## src/rtl/regfile_pkg.sv

```systemverilog
// Shared register-file types and constants used by the write-side front end.
package regfile_pkg;

    localparam int REG_ADDR_W = 5;
    localparam int REG_DATA_W = 32;
    localparam logic [REG_ADDR_W-1:0] REG_ZERO = 5'd0;

    typedef struct packed {
        logic [REG_ADDR_W-1:0] dest;
        logic [REG_DATA_W-1:0] data;
    } wb_entry_t;

endpackage

```

## src/rtl/wb_fifo.sv

```systemverilog
// Synchronous FIFO of pending write-backs with an age-ordered view
// (view[0] is the head, the oldest entry) for the forwarding lookup.
module wb_fifo
    import regfile_pkg::*;
#(
    parameter int DEPTH = 4
) (
    input  logic                     clock,
    input  logic                     reset_n,
    input  logic                     push,
    input  logic                     pop,
    input  wb_entry_t                push_entry,
    output logic [$clog2(DEPTH):0]   count,
    output wb_entry_t                view [DEPTH],
    output logic                     view_valid [DEPTH]
);

    localparam int PW = $clog2(DEPTH);
    localparam int CW = PW + 1;

    wb_entry_t       mem [DEPTH];
    logic [PW-1:0]   head;
    logic [PW-1:0]   tail;
    logic            do_push;
    logic            do_pop;

    assign do_push = push && (count < CW'(DEPTH));
    assign do_pop  = pop && (count != '0);

    always_ff @(posedge clock) begin
        if (!reset_n) begin
            head  <= '0;
            tail  <= '0;
            count <= '0;
        end else begin
            if (do_push) tail <= tail + 1'b1;
            if (do_pop)  head <= head + 1'b1;
            case ({do_push, do_pop})
                2'b10:   count <= count + 1'b1;
                2'b01:   count <= count - 1'b1;
                default: count <= count;
            endcase
        end
    end

    always_ff @(posedge clock) begin
        if (reset_n && do_push) mem[tail] <= push_entry;
    end

    // Pointers wrap naturally because DEPTH is a power of two.
    always_comb begin
        for (int k = 0; k < DEPTH; k++) begin
            view[k]       = mem[head + PW'(k)];
            view_valid[k] = CW'(k) < count;
        end
    end

endmodule

```

## src/rtl/regfile_write_sequencer.sv

```systemverilog
// Buffers register write-backs and drains them into the register file write port.
// Optional macro WB_FWD_EN builds the forwarding lookup; otherwise lk_hit/lk_data are tied 0.
module regfile_write_sequencer
    import regfile_pkg::*;
#(
    parameter int DEPTH  = 4,
    parameter int ADDR_W = REG_ADDR_W,
    parameter int DATA_W = REG_DATA_W
) (
    input  logic                      clock,
    input  logic                      reset_n,
    input  logic                      in_valid,
    output logic                      in_ready,
    input  logic [ADDR_W-1:0]         in_dest,
    input  logic [DATA_W-1:0]         in_data,
    input  logic                      port_busy,
    output logic                      wr_en,
    output logic [ADDR_W-1:0]         wr_dest,
    output logic [DATA_W-1:0]         wr_data,
    input  logic [ADDR_W-1:0]         lk_addr,
    output logic                      lk_hit,
    output logic [DATA_W-1:0]         lk_data,
    output logic [$clog2(DEPTH):0]    pending,
    output logic                      idle
);

    localparam int CW = $clog2(DEPTH) + 1;

    logic [CW-1:0]  count;
    wb_entry_t      view [DEPTH];
    logic           view_valid [DEPTH];
    wb_entry_t      push_entry;
    logic           push;

    // Writes to r0 complete the handshake but never enter the queue.
    assign in_ready        = reset_n && (count < CW'(DEPTH));
    assign push            = in_valid && in_ready && (in_dest != ADDR_W'(REG_ZERO));
    assign push_entry.dest = REG_ADDR_W'(in_dest);
    assign push_entry.data = REG_DATA_W'(in_data);

    // The head pops on the same edge the register file samples wb.
    assign wr_en   = reset_n && (count != '0) && !port_busy;
    assign wr_dest = reset_n ? ADDR_W'(view[0].dest) : '0;
    assign wr_data = reset_n ? DATA_W'(view[0].data) : '0;
    assign pending = count;
    assign idle    = (count == '0);

    wb_fifo #(.DEPTH(DEPTH)) u_fifo (
        .clock      (clock),
        .reset_n    (reset_n),
        .push       (push),
        .pop        (wr_en),
        .push_entry (push_entry),
        .count      (count),
        .view       (view),
        .view_valid (view_valid)
    );

`ifdef WB_FWD_EN
    // Scan oldest to youngest so the youngest match is the one left standing.
    always_comb begin
        lk_hit  = 1'b0;
        lk_data = '0;
        for (int k = 0; k < DEPTH; k++) begin
            if (reset_n && view_valid[k] && (lk_addr != ADDR_W'(REG_ZERO)) &&
                (view[k].dest == REG_ADDR_W'(lk_addr))) begin
                lk_hit  = 1'b1;
                lk_data = DATA_W'(view[k].data);
            end
        end
    end
`else
    logic unused_lk;
    assign unused_lk = ^lk_addr;
    assign lk_hit    = 1'b0;
    assign lk_data   = '0;
`endif

endmodule
```

## config.mk

```make
export PLATFORM = sky130hd
export DESIGN_NAME = regfile_write_sequencer
export DESIGN_NICKNAME = d
export VERILOG_FILES = /design/src/rtl/regfile_pkg.sv /design/src/rtl/wb_fifo.sv /design/src/rtl/regfile_write_sequencer.sv
export SDC_FILE = /design/constraint.sdc
export NUM_CORES = 1
export LEC_CHECK = 0
export ABC_AREA = 1
export BUFFER_PORTS_ARGS = -buffer_cell sky130_fd_sc_hd__buf_4
export CAP_MARGIN = 20
export CORE_ASPECT_RATIO = 1.5
export CORE_MARGIN = 3
export CORE_UTILIZATION = 50
export CTS_CLUSTER_DIAMETER = 100
export DETAILED_ROUTE_END_ITERATION = 6
export PLACE_DENSITY = 0.74
export RECOVER_POWER = 100
export REMOVE_ABC_BUFFERS = 1
export SLEW_MARGIN = 5
export SYNTH_ARGS = -nofsm -noshare
export SYNTH_HDL_FRONTEND = slang
export SYNTH_SLANG_ARGS = --single-unit
```

## constraint.sdc

```tcl
create_clock -name clock -period 2.9 [get_ports clock]
set_clock_uncertainty 0.2 [all_clocks]
set_input_delay 0.145 -clock clock [delete_from_list [all_inputs] [get_ports clock]]
set_output_delay 0.145 -clock clock [all_outputs]
set_load 0.01 [all_outputs]
```

==> metrics.md <==
| Metric | Value |
|---|---|
| Outcome | finished, final reports clean |
| Peak VDD IR | 0.420 mV |
| Critical path endpoint category | primary output |
| Die ar. | 14400 sq um |
| Vias per Instance | 5.25 |
| Clock buffer count from CTS | 17 |
| Height of the die | 146 um |
| Mapped Area | 6490 sq um |
| Total vias in the final route | 4393 |
| Starting Density | 0.516 |
| Largest net degree at the start of global routing | between 70 and 80 |
| Final worst path period share | 0.902 |
| Mapped Cells | 546 |
| RSZ-0062 raised after global routing | no |
| Syn avg cell area | 11.9 sq um |
| Max clock buf depth | 2 |
| # rows | 50 |
| Vias in the first global route | 4310 |
| I/O pin count | 122 |
| Setup Viol. Count Final | 0 |
| Critical Path RT | about 2.6 ns |
| Most frequent cells in the layout | nor2_1 (161), edfxtp_1 (148), clkbuf_1 (81) |
| Leakage power | around 0.0028 uW |
| DRT iter0 DRCs | roughly 390 |
| Layout Nets | 721 |
| Synth area leaders | edfxtp_1 (68%), nor2_1 (9.5%), buf_4 (4.2%) |
| Post-synth top area share | 0.684 |
| H-Tree Depth | 4 |
| Clk sinks | 157 |
| GP Congestion | 0.714 |
| Worst slack, placed | 0.764 ns |
| Worst R2R Start | u_fifo.tail[0] |
| Number of diodes | 0 |
| Max Slew Vio Count | 0 |
| Drt first pass iters | 5 |
| Initial antenna violation count | 0 |
| Reg-to-Reg End | u_fifo.tail[1] |
| Die width | 99.1 um |
| Hold-fix buffers, CTS | between 40 and 50 |
| Final core utilization | 0.620 |
| DRC Markers | 0 |
| Sequential share of the synthesized area | 0.712 |
| Actual slew at the worst max-slew pin | 0.863 ns |
| Hold Vio Cnt, Final | 0 |
| Worst R2R Setup Slack | roughly 0.46 ns |
| Relative slew margins | 0.425 |
| Yosys top cell by area | edfxtp_1 |
| HPWL Detailed | between 7 and 8 mm |
| Clock Tree Root | clkbuf_16 |
| Final worst path period need | 2.62 ns |
| # resized after CTS | 0 |
| Setup slack after layout | 0.283 ns |
| First-pass GRT wire length | 20.7 mm |
| Core box area | 12600 sq um |
| Max-cap violations | 0 |
| Clock transition at path regs | 0.06 ns |
| Post-CTS Setup Repair Bufs | 0 |
| GRT Residual Overflow | 0 |
| Worst EP arrival | 2.27 ns |
| Synth cell types | 21 |
| Worst reg2reg path depth | 7 |
| Hold path startpoint | u_fifo.head[0] |
| CTS tree | built |
| Fillcell total | 991 |
| Area Growth Syn to Fin | 20.2% |
| Final wirelength | around 14 mm |
| Hold crit path type | flip-flop to flip-flop |
| Startpoint Class | flip-flop |
| GRT Resource Usage Total | 0.188 |
| Layout cell share with drive strength beyond 1 | 0.0705 |
| Post-DRT Antenna Nets | 0 |
| Commonest non-fill, non-tap cell in the layout | nor2_1 |
| Crit path capture | wr_data[13] |
| Hold Path Depth | 2 |
| TNS Setup | 0 ns |
| Synth Warn # | 0 |
| WS Path Type | flip-flop to primary output |
| Number of port buffers | 83 |
| WL/cell | 16.2 um |
| Pwr per Cell Area | 654 nW/um^2 |
| Max Fclk | between 0.3 and 0.4 GHz |
| Clk_lat worst skew | 0.41 ns |
| #FFs+latches synth | 157 |
| Max Fanout on Critical Path | 74 |
routing by layer:
| metal | part of all wire | global-route usage | wire length, um | up-vias |
|---|---|---|---|---|
| met4 | 0.016 | 0.0909 | 223 | 0 |
| met3 | 0.065 | 0.0513 | 877 | 22 |
| met2 | 0.53 | 0.323 | 7150 | 183 |
| met5 | 0 | 0 | 0 | - |
| met1 | 0.39 | 0.213 | 5270 | 2124 |
| li1 | - | - | - | 2064 |
area by class of cell:
type,instances,area (sq um),share of cell area
clock inverter,12,121,0.0156
sequential,157,4630,0.593
inverter,23,86.3,0.0111
tap,156,195,0.0250
multi-input combinational,338,1510,0.194
timing repair buffer,132,826,0.106
clock buffer,19,433,0.0555
critical path: stages, from the launching register on:
cell and delay (ns):
dfxtp_2 0.33, clkbuf_4 0.68, nor2_1 0.11, nor2_1 0.15, o21ai_1 0.10, a21oi_1 0.27, clkbuf_1 0.19
synthesized netlist by cell type, drive strengths merged:
library cell  number
a21oi             40
buf               49
clkbuf            11
conb               1
dfxtp              9
edfxtp           148
fa                 1
ha                 5
inv               23
nand2             12
nand3              5
nand3b             1
nor2             165
o21ai             76
through the flow:
step           cells  power [uW]  hold slack (ns)  cell area [sq um]
6_report         837        5100            0.299               7800
2_1_floorplan    518        2870           0.0439               6200
3_5_place_dp     765        3120            0.148               7150
5_1_grt          837        5280            0.339               7800
3_3_place_gp     765        3100            0.144               7150
4_1_cts          837        5190            0.166               8110
report_power, final:
part           switching (uW)  total (uW)  internal [uW]
combinational             329         493            164
sequential               18.3        2570           2550
clock                     795        2050           1250
cells by family (layout without fill, tap and decap cells):
logic type               after synthesis  in the layout  share of synthesized area
buffers and inverters                 83            186                     0.0775
other                                  1             33                   0.000577
flip-flops                           157            157                      0.712
adder cells (fa/ha/maj)                6              6                     0.0127
AND/OR/NAND/NOR                      183            183                      0.108
AO/OA/AOI/OAI                        116            116                     0.0894
how the worst min path moves through the flow:
| stage | endpoint | slack (ns) |
|---|---|---|
| after floorplan | u_fifo.mem[0][0] | 0.04 |
| after global placement | u_fifo.mem[3][13] | 0.14 |
| after detailed placement | u_fifo.mem[1][11] | 0.15 |
| after CTS | u_fifo.tail[0] | 0.17 |
| after global routing | u_fifo.mem[3][27] | 0.34 |
| final | flip-flop | 0.30 |
registers in the layout, indices dropped and copies added (netlist names), named ones only:
name,cells
u_fifo.mem,148
u_fifo.count,3
u_fifo.head,2
u_fifo.tail,2
Note: power is estimated with default switching activity, not from simulation.
